[config.mk]
export PLATFORM = sky130hd
export DESIGN_NAME = compute_initiator
export DESIGN_NICKNAME = d
export VERILOG_FILES = /design/src/rtl/compute_initiator.sv
export SDC_FILE = /design/constraint.sdc
export NUM_CORES = 1
export LEC_CHECK = 0
export ABC_AREA = 1
export CORE_MARGIN = 2
export CORE_UTILIZATION = 53
export CTS_CLUSTER_SIZE = 20
export DETAILED_ROUTE_END_ITERATION = 16
export GPL_TIMING_DRIVEN = 0
export PLACE_DENSITY = 0.81
export SLEW_MARGIN = 40
export SYNTH_ARGS = -nofsm -noshare
export SYNTH_HDL_FRONTEND = slang
export SYNTH_SLANG_ARGS = --single-unit
[constraint.sdc]
create_clock -name i_clk -period 2.23 [get_ports i_clk]
set_input_delay 0.3345 -clock i_clk [delete_from_list [all_inputs] [get_ports i_clk]]
set_output_delay 0.3345 -clock i_clk [all_outputs]
set_load 0.02 [all_outputs]
[src/rtl/compute_initiator.sv]
// Requester-side controller: issues one weighted-sum job, waits for finish, roulette-selects A/B/C.
// Optional hit/miss statistics counters are enabled by defining COMPUTE_INITIATOR_STATS_EN.
module compute_initiator #(
  parameter int W_LEN   = 3,
  parameter int I_LEN   = 4,
  parameter int RES_W   = 100,
  parameter int TIMEOUT = 16
) (
  input  logic             i_clk,
  input  logic             i_rst_n,
  input  logic             i_valid,
  output logic             o_ready,
  input  logic [W_LEN-1:0] i_Aw,
  input  logic [W_LEN-1:0] i_Bw,
  input  logic [W_LEN-1:0] i_Cw,
  input  logic [I_LEN-1:0] i_Ai,
  input  logic [I_LEN-1:0] i_Bi,
  input  logic [I_LEN-1:0] i_Ci,
  input  logic [RES_W-1:0] i_thresh,
  output logic             o_start,
  output logic [W_LEN-1:0] o_Aw,
  output logic [W_LEN-1:0] o_Bw,
  output logic [W_LEN-1:0] o_Cw,
  output logic [I_LEN-1:0] o_Ai,
  output logic [I_LEN-1:0] o_Bi,
  output logic [I_LEN-1:0] o_Ci,
  input  logic             i_finish,
  input  logic [RES_W-1:0] i_A,
  input  logic [RES_W-1:0] i_AB,
  input  logic [RES_W-1:0] i_ABC,
  output logic             o_valid,
  input  logic             i_ready,
  output logic [1:0]       o_sel,
  output logic             o_miss,
  output logic             o_timeout
`ifdef COMPUTE_INITIATOR_STATS_EN
  ,
  output logic [15:0]      o_hit_A,
  output logic [15:0]      o_hit_B,
  output logic [15:0]      o_hit_C,
  output logic [15:0]      o_miss_cnt
`endif
);

  localparam int CW = $clog2(TIMEOUT);
  localparam logic [CW-1:0] CNT_LAST = CW'(TIMEOUT - 1);

  typedef enum logic [2:0] {
    S_IDLE,
    S_ISSUE,
    S_WAIT,
    S_SELECT,
    S_DONE
  } state_t;

  state_t state_reg, state_next;

  logic [CW-1:0]    cnt_reg;
  logic [RES_W-1:0] thr_reg, a_reg, ab_reg, abc_reg;
  logic [W_LEN-1:0] aw_reg, bw_reg, cw_reg;
  logic [I_LEN-1:0] ai_reg, bi_reg, ci_reg;
  logic [1:0]       sel_reg, sel_next;
  logic             miss_reg, miss_next;
  logic             timeout_reg;
  logic             accept, capture, expire;

  always_ff @(posedge i_clk or negedge i_rst_n) begin
    if (!i_rst_n) state_reg <= S_IDLE;
    else          state_reg <= state_next;
  end

  always_comb begin
    state_next = state_reg;
    accept     = 1'b0;
    capture    = 1'b0;
    expire     = 1'b0;
    case (state_reg)
      S_IDLE: begin
        if (i_valid) begin
          accept     = 1'b1;
          state_next = S_ISSUE;
        end
      end
      S_ISSUE:  state_next = S_WAIT;
      S_WAIT: begin
        // A finish landing on the last allowed cycle still counts.
        if (i_finish) begin
          capture    = 1'b1;
          state_next = S_SELECT;
        end else if (cnt_reg == CNT_LAST) begin
          expire     = 1'b1;
          state_next = S_IDLE;
        end
      end
      S_SELECT: state_next = S_DONE;
      S_DONE:   if (i_ready) state_next = S_IDLE;
      default:  state_next = S_IDLE;
    endcase
  end

  // Strict less-than in order means zero-width intervals can never win.
  always_comb begin
    sel_next  = 2'd3;
    miss_next = 1'b1;
    if (thr_reg < a_reg) begin
      sel_next  = 2'd0;
      miss_next = 1'b0;
    end else if (thr_reg < ab_reg) begin
      sel_next  = 2'd1;
      miss_next = 1'b0;
    end else if (thr_reg < abc_reg) begin
      sel_next  = 2'd2;
      miss_next = 1'b0;
    end
  end

  always_ff @(posedge i_clk or negedge i_rst_n) begin
    if (!i_rst_n) begin
      aw_reg      <= '0;
      bw_reg      <= '0;
      cw_reg      <= '0;
      ai_reg      <= '0;
      bi_reg      <= '0;
      ci_reg      <= '0;
      thr_reg     <= '0;
      a_reg       <= '0;
      ab_reg      <= '0;
      abc_reg     <= '0;
      cnt_reg     <= '0;
      sel_reg     <= '0;
      miss_reg    <= 1'b0;
      timeout_reg <= 1'b0;
    end else begin
      timeout_reg <= expire;
      if (accept) begin
        aw_reg  <= i_Aw;
        bw_reg  <= i_Bw;
        cw_reg  <= i_Cw;
        ai_reg  <= i_Ai;
        bi_reg  <= i_Bi;
        ci_reg  <= i_Ci;
        thr_reg <= i_thresh;
      end
      if (state_reg == S_ISSUE) begin
        cnt_reg <= '0;
      end else if (state_reg == S_WAIT && !i_finish && !expire) begin
        cnt_reg <= cnt_reg + CW'(1);
      end
      if (capture) begin
        a_reg   <= i_A;
        ab_reg  <= i_AB;
        abc_reg <= i_ABC;
      end
      if (state_reg == S_SELECT) begin
        sel_reg  <= sel_next;
        miss_reg <= miss_next;
      end
    end
  end

  assign o_ready   = (state_reg == S_IDLE);
  assign o_start   = (state_reg == S_ISSUE);
  assign o_valid   = (state_reg == S_DONE);
  assign o_sel     = sel_reg;
  assign o_miss    = miss_reg;
  assign o_timeout = timeout_reg;
  assign o_Aw      = aw_reg;
  assign o_Bw      = bw_reg;
  assign o_Cw      = cw_reg;
  assign o_Ai      = ai_reg;
  assign o_Bi      = bi_reg;
  assign o_Ci      = ci_reg;

`ifdef COMPUTE_INITIATOR_STATS_EN
  // Counter gi tracks completed results with o_sel == gi (3 is the miss count).
  for (genvar gi = 0; gi < 4; gi++) begin : g_stat
    logic [15:0] cnt_reg;
    always_ff @(posedge i_clk or negedge i_rst_n) begin
      if (!i_rst_n) begin
        cnt_reg <= '0;
      end else if (state_reg == S_DONE && i_ready && sel_reg == 2'(gi) &&
                   cnt_reg != 16'hFFFF) begin
        cnt_reg <= cnt_reg + 16'd1;
      end
    end
  end

  assign o_hit_A    = g_stat[0].cnt_reg;
  assign o_hit_B    = g_stat[1].cnt_reg;
  assign o_hit_C    = g_stat[2].cnt_reg;
  assign o_miss_cnt = g_stat[3].cnt_reg;
`endif

endmodule
==> qor.csv <==
stage,metric,value,unit
yosys,number of synthesized flops with an enable pin,0,
power,Worst VDD drop,0.000865,V
sta,min Tclk post-route,2.15,ns
detailed_routing,WL per Instance,19.0,µm
worst_setup_path,CP Capture Type,flip-flop,
floorplan,std cell rows,77,
floorplan,die width,217,µm
yosys,largest family of logic cells by synthesized area,adder cells,
yosys,Synth area leader,dfrtp_1,
detailed_routing,Routed Antenna Nets,0,
clock_tree,CTS sink cnt,432,
yosys,asr flop ratio synth,1.00,
grt,largest net degree at the start of global routing,75,
sta,# setup viols final,0,
detailed_routing,Iteration-0 DRC Markers,1592,
grt,grt ovf,0,
yosys,ranking of synthesized cells by area,"dfrtp_1 (45%), ha_1 (16%), nand2_1 (11%)",
floorplan,num ports,454,
yosys,sequential cell area fraction in the yosys report,0.451,
yosys,Syn Nets,3381,
yosys,most common cell in the netlist,nand2_1,
yosys,Compound-Gate Fraction of Synth Area,0.101,
yosys,Post-Synth Simple-Gate Area,0.140,
yosys,Post-Synth Adder-Cell Area,0.155,
final_layout,Layout area overhead,30.9,%
final_layout,Finished Layout Cells,3808,
status,run status,finished clean,
yosys,synth cell count leaders,"nand2_1 (682), dfrtp_1 (432), inv_1 (396)",
yosys,post-synthesis xor/xnor area fraction,0,
grt,global-route wire length before repair,113000,µm
detailed_routing,via count,20400,
worst_setup_path,Worst Path Arrival,2.62,ns
floorplan,Die Area,0.0470,mm²
placed_design,dpl cells,3708,
placed_design,post-DP HPWL,54500,µm
flow_run,Max-Cap Viols,0,
yosys,cell count after synthesis,2657,
worst_setup_path,"Max FO, Critical Path",4,
detailed_routing,Via density,5.35,
yosys,Seq cells post-synth,432,
sta,count of pins over their slew limit,0,
grt,vias in the first global route,21300,
detailed_routing,# DRC,0,
power,pwr dens,1450,mW/mm²
clock_tree,CTS HTree Levels,2,
sta,Rel. slew slack,0.596,
floorplan,Starting Density,0.540,
yosys,synth unique cells,34,
sta,final hold vios,0,
grt,initial antenna violation count,7,
yosys,mapped cell area,0.0240,mm²
clock_tree,worst-case clock buffer depth,3,
floorplan,Core Area,0.0444,mm²
yosys,yosys warns,0,
sta,Hold Slack,0.229,ns
power,Tot Pwr,45.4,mW
worst_setup_path,WS Path Type,reg -> reg,
worst_setup_path,WP data required,2.70,ns
sta,Worst Skew,0.0154,ns
yosys,top cell type's share of synthesized area,0.451,
detailed_routing,final WL,72500,µm
placed_design,IO Port Bufs,453,
detailed_routing,TritonRoute pass-1 iters,6,
sta,fin crit share,0.963,
placed_design,routability-driven placement congestion ratio,0.912,
clock_tree,CTS tree,yes,
floorplan,Die Span Y,217,µm
final_layout,share of cells above drive strength 1,0.104,
clock_tree,Clock Latency Late Sink,0.60,ns
yosys,multiplexer share of the synthesized area,0.0686,
worst_setup_path,crit start category,flip-flop,
clock_tree,clk slew on worst S/H paths,0.06,ns
hold_path,worst hold path class,in -> async,
sta,FMAX,466,MHz
yosys,Synth Area per Inst,9.02,µm²
clock_tree,Num CTS Buffers,48,
sta,worst slew pin tran,0.606,ns
sta,post-route setup TNS,0,ns
yosys,"Primary FF master, synth",dfrtp_1,
power,leakage power,15.4,nW
clock_tree,Clock Tree Root,clkbuf_16,
grt,gr usage total,0.308,
final_layout,nets@finish,3897,
-- layout make-up --
| type | count | area, µm² |
|---|---|---|
| Fill cell | 3222 | 13000 |
| Multi-Input combinational cell | 1744 | 11400 |
| Sequential cell | 432 | 10800 |
| Timing Repair Buffer | 466 | 4760 |
| Inverter | 402 | 1510 |
| Clock buffer | 73 | 1450 |
| Tap cell | 592 | 741 |
| Buffer | 79 | 492 |
| Clock inverter | 13 | 194 |
| Antenna cell | 7 | 17.5 |
-- cell usage in the layout, fill, tap and decap left out, types with 20 or more instances in the layout --
cell type,instances
clkdlybuf4s50_1,449
inv_1,395
o21ai_1,81
nand2_1,673
buf_2,27
mux2_2,42
dfrtp_1,418
a21oi_1,113
clkbuf_1,40
ha_1,291
nor2_1,91
clkbuf_16,49
mux2_4,78
buf_6,20
nand3_1,21
o21ai_0,245
-- layer usage --
layer  up-vias  track usage  wire (µm)
met5         -            0          0
met4         0        0.150       3540
met3       187       0.0407       4010
met2       733        0.530      35600
met1      9851        0.385      29300
li1       9605            -          -
-- timing repair --
item                       4_1_cts  5_1_grt
setup endpoints to repair        6        3
buffers inserted                 0        6
pin swaps                        0       14
gates resized for setup          9       63
cloned                           0        0
hold endpoints to repair        40        0
hold buffers                     1        0
-- critical path: stages (launching register included) --
cell      delay (ns)
dfrtp_2         0.46
ha_1            0.33
a21oi_1         0.18
o21ai_0         0.13
a21oi_1         0.22
nand2_1         0.13
nand2_1         0.07
nand2_1         0.10
nand2_2         0.09
clkinv_1        0.05
nor2_1          0.10
nand2_1         0.06
nand2_1         0.06
nand2_1         0.05
-- worst paths after layout --
| check | from | slack [ns] | depth (start not counted) | end |
|---|---|---|---|---|
| worst max-delay path | thr_reg[17]$_DFFE_PN0P_ | 0.08 | 13 | o_sel[0]$_DFFE_PN0P_ |
| worst min-delay path | i_rst_n | 0.23 | 2 | abc_reg[36]$_DFFE_PN0P_ |
| worst max register to register | thr_reg[17]$_DFFE_PN0P_ | 0.08 | 13 | o_sel[0]$_DFFE_PN0P_ |
| worst min register to register | o_sel[1]$_DFFE_PN0P_ | 0.49 | 2 | o_sel[1]$_DFFE_PN0P_ |
| max in group asynchronous | i_rst_n | 0.53 | 5 | abc_reg[82]$_DFFE_PN0P_ |
| min in group i_clk | i_A[80] | 0.29 | 3 | a_reg[80]$_DFFE_PN0P_ |
-- cells by family (layout without fill, tap and decap cells) --
kind of cell	Yosys count	count (layout)
flops	432	432
simple gates	854	854
mux	120	120
compound gates	472	472
other cells	0	7
buf+inv	481	1033
fa+ha+maj	298	298
-- power breakdown --
group          internal [mW]  leakage (nW)  switching [mW]
sequential              11.7          5.24            2.47
combinational           9.98          9.32            12.9
clock                   5.03         0.812            3.29
total                   26.7          15.4            18.7
-- stage by stage --
| step | setup WS (ns) | instance area (µm²) | utilization |
|---|---|---|---|
| final | 0.0825 | 31400 | 0.707 |
| after global routing | -0.0300 | 31400 | 0.707 |
| after CTS | 0.0142 | 31100 | 0.700 |
| after detailed placement | -0.128 | 29400 | 0.662 |
| after global placement | -17.91 | 29300 | 0.659 |
| after floorplan | 0.512 | 24000 | - |
No activity file was read; power rests on OpenSTA's default activity.
